File: src/rtl/seq_cover_monitor.sv
// seq_cover_monitor: per-channel runtime checker for the sequence
//   x ##D1 y[*MIN_REP:MAX_REP] ##D2 z
// Each channel runs one attempt at a time. It reports match/fail pulses and
// keeps saturating match/fail counters.
module seq_cover_monitor #(
  parameter int NCH     = 4,
  parameter int D1      = 2,
  parameter int MIN_REP = 3,
  parameter int MAX_REP = 4,
  parameter int D2      = 1,
  parameter int CNT_W   = 16
) (
  input  logic               clk,
  input  logic               rst_n,
  input  logic               clr_i,
  input  logic [NCH-1:0]     en_i,
  input  logic [NCH-1:0]     x_i,
  input  logic [NCH-1:0]     y_i,
  input  logic [NCH-1:0]     z_i,
  output logic [NCH-1:0]     busy_o,
  output logic [NCH-1:0]     match_o,
  output logic [NCH-1:0]     fail_o,
  output logic [NCH*CNT_W-1:0] match_cnt_o,
  output logic [NCH*CNT_W-1:0] fail_cnt_o
);

  // Illegal parameter combinations stop elaboration.
  if (D1 < 1)            begin : g_bad_d1  $error("seq_cover_monitor: D1 must be >= 1"); end
  if (D2 < 1)            begin : g_bad_d2  $error("seq_cover_monitor: D2 must be >= 1"); end
  if (MIN_REP < 1)       begin : g_bad_min $error("seq_cover_monitor: MIN_REP must be >= 1"); end
  if (MAX_REP < MIN_REP) begin : g_bad_max $error("seq_cover_monitor: MAX_REP must be >= MIN_REP"); end

  // DLY1 counts edges 0 .. D1-2. The run counter must be able to hold MAX_REP.
  localparam int DC_W = (D1 > 2) ? $clog2(D1) : 1;
  localparam int RC_W = $clog2(MAX_REP + 1);

  localparam logic [DC_W-1:0] DC_LAST = DC_W'(D1 - 2);
  localparam logic [RC_W-1:0] MIN_R   = RC_W'(MIN_REP);
  localparam logic [RC_W-1:0] MAX_R   = RC_W'(MAX_REP);
  localparam logic [D2-1:0]   PEND_NEW = D2'(1);

  typedef enum logic [1:0] {
    IDLE  = 2'd0,
    DLY1  = 2'd1,
    REP   = 2'd2,
    DRAIN = 2'd3
  } state_t;

  // Saturating increment: the counter holds at all-ones.
  function automatic logic [CNT_W-1:0] sat_inc(input logic [CNT_W-1:0] v);
    return (&v) ? v : v + 1'b1;
  endfunction

  for (genvar c = 0; c < NCH; c++) begin : g_ch
    state_t            r_state, w_state_nxt;
    logic [DC_W-1:0]   r_dcnt, w_dcnt_nxt;
    logic [RC_W-1:0]   r_run, w_run_nxt, w_run_inc;
    logic [D2-1:0]     r_pend, w_pend_nxt, w_pend_sh;
    logic              r_match, r_fail, w_match, w_fail, w_end, w_zhit;
    logic [CNT_W-1:0]  r_mcnt, r_fcnt;

    // Next-state logic: decide match/fail, schedule z checks, start/abort attempts.
    always_comb begin
      w_state_nxt = r_state;
      w_dcnt_nxt  = r_dcnt;
      w_run_nxt   = r_run;
      w_pend_nxt  = r_pend;
      w_match     = 1'b0;
      w_fail      = 1'b0;
      w_end       = 1'b0;
      w_run_inc   = r_run + 1'b1;
      w_pend_sh   = r_pend << 1;
      // Oldest pending check is due this edge.
      w_zhit      = r_pend[D2-1] & z_i[c];

      case (r_state)
        IDLE: ;
        DLY1: begin
          if (r_dcnt == DC_LAST) w_state_nxt = REP;
          else                   w_dcnt_nxt  = r_dcnt + 1'b1;
        end
        REP: begin
          w_pend_nxt = w_pend_sh;
          if (w_zhit) begin
            w_match = 1'b1;
            w_end   = 1'b1;
          end else if (y_i[c]) begin
            w_run_nxt = w_run_inc;
            if (w_run_inc >= MIN_R) w_pend_nxt  = w_pend_sh | PEND_NEW;
            if (w_run_inc == MAX_R) w_state_nxt = DRAIN;
          end else if (r_run < MIN_R) begin
            w_fail = 1'b1;
            w_end  = 1'b1;
          end else if (w_pend_sh == '0) begin
            w_fail = 1'b1;
            w_end  = 1'b1;
          end else begin
            w_state_nxt = DRAIN;
          end
        end
        DRAIN: begin
          w_pend_nxt = w_pend_sh;
          if (w_zhit) begin
            w_match = 1'b1;
            w_end   = 1'b1;
          end else if (w_pend_sh == '0) begin
            w_fail = 1'b1;
            w_end  = 1'b1;
          end
        end
        default: w_state_nxt = IDLE;
      endcase

      if (w_end) begin
        w_state_nxt = IDLE;
        w_pend_nxt  = '0;
      end

      // A new attempt may begin on the same edge that the previous one is decided.
      if ((r_state == IDLE || w_end) && x_i[c]) begin
        w_state_nxt = (D1 == 1) ? REP : DLY1;
        w_dcnt_nxt  = '0;
        w_run_nxt   = '0;
        w_pend_nxt  = '0;
      end

      // Disable and clear both abort silently and block new attempts.
      if (!en_i[c] || clr_i) begin
        w_state_nxt = IDLE;
        w_pend_nxt  = '0;
        w_match     = 1'b0;
        w_fail      = 1'b0;
      end
    end

    // State, pulse and counter registers.
    always_ff @(posedge clk or negedge rst_n) begin
      if (!rst_n) begin
        r_state <= IDLE;
        r_dcnt  <= '0;
        r_run   <= '0;
        r_pend  <= '0;
        r_match <= 1'b0;
        r_fail  <= 1'b0;
        r_mcnt  <= '0;
        r_fcnt  <= '0;
      end else begin
        r_state <= w_state_nxt;
        r_dcnt  <= w_dcnt_nxt;
        r_run   <= w_run_nxt;
        r_pend  <= w_pend_nxt;
        r_match <= w_match;
        r_fail  <= w_fail;
        if (clr_i) begin
          r_mcnt <= '0;
          r_fcnt <= '0;
        end else begin
          if (w_match) r_mcnt <= sat_inc(r_mcnt);
          if (w_fail)  r_fcnt <= sat_inc(r_fcnt);
        end
      end
    end

    assign busy_o[c]                       = (r_state != IDLE);
    assign match_o[c]                      = r_match;
    assign fail_o[c]                       = r_fail;
    assign match_cnt_o[c*CNT_W +: CNT_W]   = r_mcnt;
    assign fail_cnt_o[c*CNT_W +: CNT_W]    = r_fcnt;
  end

endmodule

File: config.mk
export PLATFORM = sky130hd
export DESIGN_NAME = seq_cover_monitor
export DESIGN_NICKNAME = d
export VERILOG_FILES = /design/src/rtl/seq_cover_monitor.sv
export SDC_FILE = /design/constraint.sdc
export NUM_CORES = 1
export LEC_CHECK = 0
export CORE_UTILIZATION = 53
export DETAILED_ROUTE_END_ITERATION = 16
export PLACE_DENSITY = 0.93
export SYNTH_ARGS = -nofsm -noshare
export SYNTH_HDL_FRONTEND = slang
export SYNTH_SLANG_ARGS = --single-unit
File: constraint.sdc
create_clock -name clk -period 2.15 [get_ports clk]
set_input_delay 0.215 -clock clk [delete_from_list [all_inputs] [get_ports clk]]
set_output_delay 0.215 -clock clk [all_outputs]
set_load 0.01 [all_outputs]
==> out/metrics.csv, run 1 <==
metric,value,unit
Critical Path AT,2.30,ns
Die Area,0.0167,mm2
Die H,129,um
vias,7539,
FP Rows,46,
WP depth,6,
post-synthesis sequential area ratio,46.6,%
Final Wtd Congestion,0.887,
"Cell Area, Placed",0.0106,mm2
CP max stage delay,0.45,ns
slowest CP cell,dfrtp_1,
Core Region,0.0158,mm2
Synth area leader,dfrtp_1,
Synth top area share,46.6,%
critical path's top delay family,simple AND/OR/NAND/NOR gates,
First DRT Iteration DRCs,388,
synth top area cells,"dfrtp_1 (47%), xnor2_1 (6.6%), nor2_1 (5.5%)",
"Remaining Overflow, GRT",0,
pins over their slew limit,0,
"Primary FF master, synth",dfrtp_1,
Worst setup endpoint,g_ch[1].r_fcnt[12]$_DFFE_PN0P_,
Hold Crit Class,in2reg,
CTS Buf Count,17,
Starting Density,54.2,%
placed insts,1274,
hold_ws,0.111,ns
FF-to-FF End,g_ch[1].r_fcnt[12]$_DFFE_PN0P_,
R2R setup slack,0.13,ns
crit path kind,reg2reg,
Critical Path Sink Type,register,
"Cell Area, Synth",0.00858,mm2
Total Routing Usage GR,26.3,%
clk buf depth,2,
fin area,0.0113,mm2
critical path cell sequence,nand3b_4 -> or3b_1 -> buf_4 -> nor4_1 -> xnor2_1 -> nor2_1,
Pwr Density,568,mW/mm2
first-pass GRT wire length,34800,um
PortBufs,158,
critical path peak fanout,6,
Max Fclk,495,MHz
CP Launch Type,register,
Setup-failing EPs final,0,
Max VDD drop,0.000493,V
I/O pins,159,
Slew @ Worst Pin,0.803,ns
WP data required,2.43,ns
Synth Area per Inst,9.62,um2
syn nets,931,
"Buf+Inv Stages, Crit Path",1,
met2 routed WL,10900,um
setup_tns,0,ns
Cell variety after synth,63,
antenna cells,0,
die width,129,um
DRC,0,
status,"finished, final reports clean",
Sw Ratio,22.0,%
number of enable flip-flop cells after synthesis,0,
drt via density,5.77,
setup ws final,0.129,ns
Yosys warning total,0,
Clock Power Share,49.0,%
DR top layer,met4,
Hold Crit Depth,2,
Clock Pin Slew Worst Setup and Hold Paths,0.06,ns
sequential share of power,47.3,%
clock tree from TritonCTS,built,
most instantiated library cell after synthesis,dfrtp_1,
worst r2r path cells,6,
CTS HTree Levels,4,
share of cells above drive strength 1,9.99,%
worst r2r src,g_ch[1].r_state[1]$_DFFE_PN0P_,
Net Switching,1.41,mW
synthesized flop and latch total,160,
Pleak,4.67,nW
Tmin final,2.02,ns
Power Internal,4.99,mW
Commonest cells post-synth,"dfrtp_1 (160), nor2_1 (126), xnor2_1 (65)",
Worst Setup SP,g_ch[1].r_state[1]$_DFFE_PN0P_,
period utilization,94.0,%
Routed Wire Length,21500,um
max_cap viols,0,
Root Driver,clkbuf_16,
insertion delay of the later-clocked pin in the worst-skew pair,0.43,ns
number of global-route vias before repair,7151,
Routed met3 length,1380,um
initial antenna violation count,0,
Antenna Nets Post-Route,0,
Final Net Count,1117,
# clock sinks,160,
Slew Limit Headroom,45.6,%
clock skew,0.0104,ns
largest net degree at the start of global routing,72,
Final Hold Vio Count,0,
Setup WS pre-CTS,-0.152,ns
share of flip-flops with an asynchronous set or reset,100,%
RSZ-0062 raised after global routing,no,
Pre-Repair DR Iteration Count,5,
Syn Inst Count,892,
WL met1,8750,um
synth-to-layout area growth,31.2,%
Logic pwr share,3.6,%
Final Non-Filler Cells,1307,
Detailed Place HPWL,15100,um
detailed-route wire length per cell,16.4,um
==> per-layer routing <==
metal  vias to the layer above  GRT usage, %
met3                        36          5.74
met4                         0          10.5
met2                       269          45.4
met1                      3701          32.0
li1                       3533             -
met5                         -             0
==> cell type report <==
type                       instances  area [um2]
clock buffer                      20         457
clock inverter                    12         159
fill                            1112        4560
inverter                          23        86.3
multi-input combinational        673        4340
sequential                       160        4000
tap                              216         270
timing repair buffer             203        1950
==> layout by cell type (no fill, tap or decap), types with 15 or more instances in the layout <==
| cell | netlist | final |
|---|---|---|
| xor2_1 | 34 | 34 |
| nor4_1 | 16 | 15 |
| nand2b_1 | 20 | 20 |
| nor2_1 | 126 | 126 |
| nor3_1 | 33 | 33 |
| o21ai_0 | 20 | 20 |
| ha_1 | 20 | 20 |
| nand2_1 | 58 | 58 |
| xnor2_1 | 65 | 65 |
| nand4_1 | 39 | 39 |
| mux2i_1 | 16 | 16 |
| and3_1 | 18 | 18 |
| dfrtp_1 | 160 | 160 |
| a21oi_1 | 26 | 26 |
| buf_4 | 9 | 43 |
| inv_1 | 23 | 23 |
| clkdlybuf4s50_1 | 0 | 156 |
| nand3_1 | 54 | 54 |
| clkbuf_16 | 0 | 17 |
==> worst reg2reg max path, stage by stage (launching register included) <==
cell	delay [ns]
dfrtp_1	0.45
nand3b_4	0.13
or3b_1	0.45
buf_4	0.19
nor4_1	0.43
xnor2_1	0.17
nor2_1	0.06
==> worst min path at each step <==
stage	startpoint	endpoint
2_1_floorplan	rst_n	g_ch[0].r_fail$_DFF_PN0_
3_3_place_gp	rst_n	g_ch[3].r_match$_DFF_PN0_
3_5_place_dp	rst_n	g_ch[3].r_fail$_DFF_PN0_
4_1_cts	clr_i	g_ch[2].r_mcnt[14]$_DFFE_PN0P_
5_1_grt	clr_i	g_ch[2].r_mcnt[14]$_DFFE_PN0P_
6_report	clr_i	g_ch[2].r_mcnt[14]$_DFFE_PN0P_
==> registers in the layout, indices dropped and copies added (netlist names) <==
register and count:
g_ch.r_fcnt 64, g_ch.r_state 8, g_ch.r_match 4, g_ch.r_run 12, g_ch.r_mcnt 64, g_ch.r_pend 4
g_ch.r_fail 4
==> metrics by stage <==
step / power, mW / utilization [%]
3_3_place_gp: 3.31 / 67.1
3_5_place_dp: 3.32 / 67.1
2_1_floorplan: 3.17 / -
6_report: 6.40 / 71.2
4_1_cts: 6.44 / 71.0
5_1_grt: 6.59 / 71.2
==> power by group through the flow <==
stage | registers [mW] | clock network (mW) | logic (mW)
2_1_floorplan | 3.08 | 0 | 0.0866
3_3_place_gp | 3.08 | 0 | 0.230
3_5_place_dp | 3.08 | 0 | 0.234
4_1_cts | 3.03 | 3.18 | 0.238
5_1_grt | 3.03 | 3.30 | 0.260
6_report | 3.03 | 3.14 | 0.233
==> cell families after synthesis <==
kind of cell	Yosys count	synth area share, %
and+or+nand+nor	447	28.2
DFF	160	46.6
xor gates and xnor gates	99	10.1
AOI/OAI and AO/OA	87	6.76
buffers and inverters	59	3.02
muxes	20	2.39
adders and majority gates	20	2.92
==> timing repair <==
item | CTS | global route
hold buffers | 1 | 0
setup buffers | 0 | 0
gates resized for setup | 0 | 5
endpoints found under the setup margin | 0 | 4
hold endpoints to repair | 46 | 0
Note: power is estimated with default switching activity, not from simulation.
==> run 2: changes to the inputs <==
--- a/config.mk
+++ b/config.mk
@@ -5,6 +5,7 @@
 export SDC_FILE = /design/constraint.sdc
 export NUM_CORES = 1
 export LEC_CHECK = 0
+export CAP_MARGIN = 25
 export CORE_UTILIZATION = 53
 export DETAILED_ROUTE_END_ITERATION = 16
 export PLACE_DENSITY = 0.93
==> results of run 2 <==
Same layout as run 1: the final DEF is identical, and so are final timing and power.
